`config.mk`:
```
export PLATFORM = sky130hd
export DESIGN_NAME = prog_ram_fetch
export DESIGN_NICKNAME = d
export VERILOG_FILES = /design/src/rtl/prog_ram_fetch.sv
export SDC_FILE = /design/constraint.sdc
export NUM_CORES = 2
export LEC_CHECK = 0
export BUFFER_PORTS_ARGS = -buffer_cell sky130_fd_sc_hd__buf_2
export CORE_MARGIN = 5
export CORE_UTILIZATION = 45
export DETAILED_ROUTE_END_ITERATION = 10
export SETUP_SLACK_MARGIN = 0.2
export SYNTH_ARGS = -nofsm -noshare
export SYNTH_HDL_FRONTEND = slang
export SYNTH_SLANG_ARGS = --single-unit
export TNS_END_PERCENT = 5
```
`constraint.sdc`:
```
create_clock -name clk -period 3.65 [get_ports clk]
set_input_delay 0.73 -clock clk [delete_from_list [all_inputs] [get_ports clk]]
set_output_delay 0.73 -clock clk [all_outputs]
set_load 0.05 [all_outputs]
```
`src/rtl/prog_ram_fetch.sv`:
```
// Program RAM and sequential instruction fetch for the LED CPU.
// Program mode absorbs the switch/enter write stream into a 2^ADDR_W x DATA_W
// RAM and tracks the programmed length. Run mode walks the program from
// address 0 and offers each word on a valid/ready handshake. Wrap-around and
// jumps are supported.
module prog_ram_fetch #(
    parameter int ADDR_W = 8,
    parameter int DATA_W = 16
) (
    input  logic              clk,
    input  logic              rst,
    input  logic              run,
    input  logic [ADDR_W-1:0] addrWr,
    input  logic [DATA_W-1:0] dataWr,
    input  logic              WrEn,
    input  logic              instr_ready,
    input  logic              jump_en,
    input  logic [ADDR_W-1:0] jump_addr,
    output logic              instr_valid,
    output logic [DATA_W-1:0] instr,
    output logic [ADDR_W-1:0] pc,
    output logic [ADDR_W:0]   prog_len
);

    typedef enum logic [1:0] {PROG, FETCH, PRESENT} state_t;

    state_t            state_q;
    logic              instr_valid_q;
    logic [DATA_W-1:0] instr_q;
    logic [ADDR_W-1:0] pc_q;
    logic [ADDR_W-1:0] pc_d;
    logic [ADDR_W:0]   prog_len_q;

    // No reset on the array: contents survive rst and a mode switch.
    logic [DATA_W-1:0] mem_q [2**ADDR_W];

    // Lengths and addresses are compared one bit wider so address 255 maps
    // to a length of 256 rather than wrapping to 0.
    logic [ADDR_W:0] wr_len;
    logic [ADDR_W:0] pc_inc;
    logic [ADDR_W:0] jump_ext;

    assign wr_len   = {1'b0, addrWr} + (ADDR_W+1)'(1);
    assign pc_inc   = {1'b0, pc_q} + (ADDR_W+1)'(1);
    assign jump_ext = {1'b0, jump_addr};

    logic wr_fire;
    assign wr_fire = !rst && (state_q == PROG) && WrEn;

    // Next PC after a handshake: valid jump, out-of-range jump, wrap, step.
    always_comb begin
        pc_d = pc_inc[ADDR_W-1:0];
        if (jump_en) begin
            pc_d = (jump_ext < prog_len_q) ? jump_addr : '0;
        end else if (pc_inc == prog_len_q) begin
            pc_d = '0;
        end
    end

    // RAM write port; only the programming stream in PROG can write.
    always_ff @(posedge clk) begin
        if (wr_fire) begin
            mem_q[addrWr] <= dataWr;
        end
    end

    // Control FSM with registered outputs; the RAM read lands directly in instr_q.
    always_ff @(posedge clk) begin
        if (rst) begin
            state_q       <= PROG;
            instr_valid_q <= 1'b0;
            instr_q       <= '0;
            pc_q          <= '0;
            prog_len_q    <= '0;
        end else begin
            case (state_q)
                PROG: begin
                    if (WrEn && (wr_len > prog_len_q)) begin
                        prog_len_q <= wr_len;
                    end
                    if (run) begin
                        state_q <= FETCH;
                        pc_q    <= '0;
                    end
                end
                FETCH: begin
                    if (!run) begin
                        state_q <= PROG;
                        pc_q    <= '0;
                    end else if (prog_len_q != '0) begin
                        instr_q       <= mem_q[pc_q];
                        instr_valid_q <= 1'b1;
                        state_q       <= PRESENT;
                    end
                end
                PRESENT: begin
                    // Leaving run mode drops the pending word without a handshake.
                    if (!run) begin
                        state_q       <= PROG;
                        instr_valid_q <= 1'b0;
                        pc_q          <= '0;
                    end else if (instr_ready) begin
                        state_q       <= FETCH;
                        instr_valid_q <= 1'b0;
                        pc_q          <= pc_d;
                    end
                end
                default: begin
                    state_q       <= PROG;
                    instr_valid_q <= 1'b0;
                    pc_q          <= '0;
                end
            endcase
        end
    end

    assign instr_valid = instr_valid_q;
    assign instr       = instr_q;
    assign pc          = pc_q;
    assign prog_len    = prog_len_q;

endmodule

```
# == Yosys cells after proc, flatten, opt, wreduce, memory -nomap -nowiden ==
# Memory sizes are Yosys's and may differ from the RTL's. A register that Yosys moved wholly into a read port is not among the register bits.
# Index checks and enable logic that the tools add are counted.
# word_totals
reg_bits,20
ram_bits,4096
inputBits,38
out_inout_bits,34
wordCells,51
n_memories,1
# op_classes
n_addsub,2
n_lt_le_gt_ge,2
eq_ne,9
mux,21
n_bitwise,1
n_reduce_logical,11
# memory_table
name,depth,word_bits,rd,rd_clocked_by_memory_dff,write_ports,line,source
mem_q,256,16,1,1,1,35,logic [DATA_W-1:0] mem_q [2**ADDR_W];
# op_table
op,count
2-to-1 mux 8 bit,7
one-hot mux 8 bit (3 select lines),1
adder 8 x 1 -> 9 bit (second input constant),2
2-to-1 mux 2 bit,5
equality test 9 bit,1
> comparator 9 bit,1
less-than comparator 8 x 9 -> 1 bit,1
AND reduction 3 bit,3
nonzero test 9 bit,1
inequality test 2 bit (second input constant),4
2-to-1 mux 1 bit,6
inequality test 3 bit (second input constant),2
one-hot mux 2 bit (3 select lines),1
AND reduction 4 bit,1
logical AND 1 bit,3
one-hot mux 1 bit (3 select lines),1
equality test 2 x 1 -> 1 bit (second input constant),1
equality test 2 bit (second input constant),1
zero test 2 bit,1
AND reduction 2 bit,1
zero test 1 bit,1
inverter 1 bit,1

# == Longest topological paths before layout ==
# logic_depth
depth_word,7
ltp_mapped,14

# == Worst setup path after synthesis ==
# No wires, ideal clock.
# synth_timing
kind,in2reg
start,input port addrWr[2]
end,"register prog_len_q[2], in the netlist prog_len[2]"
setup_ns,0.128
arrival_time_ns,2.985
setup_slack_ns,0.538
stages,13
path_cell_list,clkbuf_1 -> nand2_1 -> nor2_1 -> nand3_1 -> xnor2_1 -> ha_1 -> nand4_1 -> nor2_1 -> a211oi_1 -> o41a_1 -> clkbuf_1 -> mux2i_1 -> nor2_1
# synth_via
elab_chain_len,4
# synth_lines
item,line,source
from (decl),13,"input logic [ADDR_W-1:0] addrWr,"
adder 8 x 1 -> 9 bit,43,"assign wr_len = {1'b0, addrWr} + (ADDR_W+1)'(1);"
net wr_len[7],39,logic [ADDR_W:0] wr_len;
> comparator 9 bit,78,if (WrEn && (wr_len > prog_len_q)) begin
logical AND 1 bit,78,
AND reduction 2 bit (no source line),--,
to (signal assigned),79,prog_len_q <= wr_len;
to (decl),32,logic [ADDR_W:0] prog_len_q;
# The timed path passes the listed nets, and every way through them passes these cells.
# A chain may end at the register's enable or synchronous reset.

==> results.cfg <==
[worst_setup_path]
crit_arrival_ps = 4470
critPathRequiredTime_ps = 4510
critPathCaptureType = register
cp_max_fo = 23
worstSetupStartpointType = register
criticalPathCategory = register to register

[synth]
synth_seq_cells = 4132
yosys_warnings = 0
synthArstFlopShare = 0
syn-num-nets = 7448
yosysSeqAreaShare = 0.771
avgSynthCellArea_um2 = 21.7
syn-cell-area_um2 = 161000
synthCells = 7388
ys_types = 83
ys.flop_type = edfxtp_1
synth_edf_count = 4096

[global_route]
grt_pass1_vias = 81600
grt_max_degree = 125
antenna_found_initial = 33
grt.met2_usage = 0.383
grt_usage = 0.248
met3_usage = 0.0478
met1_usage = 0.354
busiest_layer = met2
grt_first_pass_wirelength_mm = 648
overflow = 0

[finish]
nets = 8358
regArea_um2 = 124000
finalNonFillerCells = 13400
multi_input_area_um2 = 34100
stdcell_area_um2 = 187000
nFillCells = 27600
final_layout_size_suffix_gt1_frac = 0.295
area.growth.synth_to_final_pct = 16.4

[sta]
clock.fmax_mhz = 277
setup_tns_ps = 0
setup_viol = 0
fin_crit_ps = 3610
rsz0062_at_grt = yes
tightest_slew_ps = 1210
drv_slew = 0
hold_violations = 0
setup_slack_ps = 44.8
slew_headroom = 0.192
post-route-period-util = 0.988
fin_skew_ps = 67.6

[placement]
dp_slack_ps = -306
numPortBuffers = 71
placed_cell_area_um2 = 173000
place_inst = 12600
dpl.hpwl_mm = 292
place.gp.congestion = 0.914

[clock_network]
clock-sinks = 4132
ctsRootBufferMaster = clkbuf_16
tritoncts = built
cts_max_level = 5
insertion_delay_ps = 990
clkSlewWorstSetupHoldPaths_ps = 60
cts_max_path_buffers = 4
cts_buffers = 422

[pwr]
p_leak_nw = 57.9
p_total_mw = 96.4
power_density_nw_per_um2 = 516
irDropWorstVdd_mv = 0.449

[job]
maxCapViolCount = 0

[route]
first_iter_violations = 11200
routed_wl_mm = 466
routed_via_density = 6.18
ant_nets = 0
drtPass1Iterations = 8
wire_per_inst_um = 34.7
vias = 82900
drcViolationCount = 0

[die]
dieArea_um2 = 369000
die_w_um = 607
die_h_um = 607
placementRows = 219
pin_count = 72
core_area_um2 = 356000
start_util = 0.451

[min_path]
hp-class = input port to register

[outcome]
run_status = finished, final reports clean
[power by group]
group          switching [mW]  internal, mW  leakage (nW)
Sequential             0.0771          52.2          37.1
Combinational            1.46         0.381          14.2
Clock                    18.1          24.2          6.58
[logic make-up (layout without fill, tap and decap cells)]
logic type	after synthesis	in the layout	synth area share
buffers and inverters	454	1707	0.0193
DFF	4132	4132	0.771
AOI/OAI and AO/OA	780	780	0.0343
muxes	1344	1344	0.155
adders and majority gates	22	22	0.00171
other	0	29	0
xor gates and xnor gates	17	17	0.000928
and+or+nand+nor	639	639	0.0177
[final timing paths]
kind,cells after the start,slack [ps],endpoint,from
max,11,40,instr[13]$_SDFFE_PP0P_,pc[0]$_SDFFE_PP0P_
min,2,60,pc[4]$_SDFFE_PP0P_,jump_addr[4]
min reg2reg,2,560,instr_valid$_SDFFE_PP0P_,instr_valid$_SDFFE_PP0P_
max reg2reg,11,40,instr[13]$_SDFFE_PP0P_,pc[0]$_SDFFE_PP0P_
[worst max-delay path, stage by stage, from the launching register on]
cell and delay [ps]:
dfxtp_4 530, buf_12 250, buf_12 240, buf_12 260
mux4_2 530, mux2i_1 260, o22ai_1 120, buf_4 210
nor4_4 440, buf_4 180, or4_1 260, o31ai_1 130
[per-stage QoR]
step                hold slack (ps)  utilization
global route                   25.8        0.525
CTS                            4.06        0.525
floorplan                       675            -
global placement                542        0.486
detailed placement              550        0.486
finish                         57.5        0.525
[cells in the mapped netlist (39+ instances only)]
| cell type | number | area share |
|---|---|---|
| edfxtp_1 | 4096 | 0.77 |
| mux4_2 | 853 | 0.12 |
| mux2i_1 | 403 | 0.025 |
| nor2_1 | 340 | 0.0080 |
| clkbuf_1 | 168 | 0.0039 |
| a21oi_1 | 153 | 0.0048 |
| o21ai_0 | 128 | 0.0040 |
| nand2_1 | 112 | 0.0026 |
| buf_2 | 102 | 0.0032 |
| a22oi_1 | 101 | 0.0047 |
| a221oi_1 | 98 | 0.0053 |
| buf_6 | 75 | 0.0053 |
| o22ai_1 | 62 | 0.0024 |
| mux4_1 | 47 | 0.0077 |
| o31ai_1 | 44 | 0.0021 |
| a221o_1 | 43 | 0.0027 |
| mux2_2 | 41 | 0.0029 |
| buf_4 | 39 | 0.0018 |
[cell usage in the layout, fill, tap and decap left out, types with 15 or more instances in the layout]
| cell | instances |
|---|---|
| buf_2 | 55 |
| diode_2 | 29 |
| mux4_2 | 853 |
| nor4_1 | 21 |
| o22ai_1 | 61 |
| nor2b_1 | 15 |
| nand2_1 | 98 |
| a221oi_1 | 96 |
| edfxtp_1 | 4096 |
| clkinv_2 | 77 |
| dfxtp_1 | 29 |
| clkbuf_1 | 80 |
| bufinv_16 | 40 |
| nand2b_1 | 15 |
| a22oi_1 | 101 |
| ha_1 | 22 |
| nor3_1 | 33 |
| o21ai_0 | 127 |
| a22o_1 | 37 |
| buf_12 | 190 |
| mux4_1 | 47 |
| a21oi_1 | 151 |
| nor2_2 | 76 |
| clkbuf_16 | 426 |
| o31ai_1 | 44 |
| buf_8 | 16 |
| mux2i_1 | 401 |
| buf_4 | 651 |
| nand3_1 | 34 |
| mux2_2 | 41 |
| a221o_1 | 43 |
| nor2_1 | 263 |
| clkinv_1 | 102 |
[sequential cells by signal (all words and copies together) (netlist names)]
register,cells
instr_valid,1
mem_q,4096
pc,8
prog_len,9
instr,16
state_q,2
[timing repair]
action,in CTS,in global routing
setup endpoints to repair,13,15
buffers inserted,1,0
endpoints found under the hold margin,2,0
hold buffers,2,0
gates cloned,0,2
pin swaps,0,0
gates resized for setup,10,15
[final cells by class]
class	count	share of cell area
Antenna cell	29	0.000389
Clock buffer	509	0.0588
Clock inverter	258	0.0132
Inverter	19	0.000442
Multi-Input combinational cell	2802	0.183
Sequential cell	4132	0.662
Tap cell	4751	0.0318
Timing Repair Buffer	921	0.0502
[metal layers]
metal	vias to the layer above	share of wire
li1	33200	-
met1	44600	0.40
met2	4334	0.47
met3	804	0.097
met4	8	0.041
met5	-	0.00012
(Power assumes the default switching activity.)
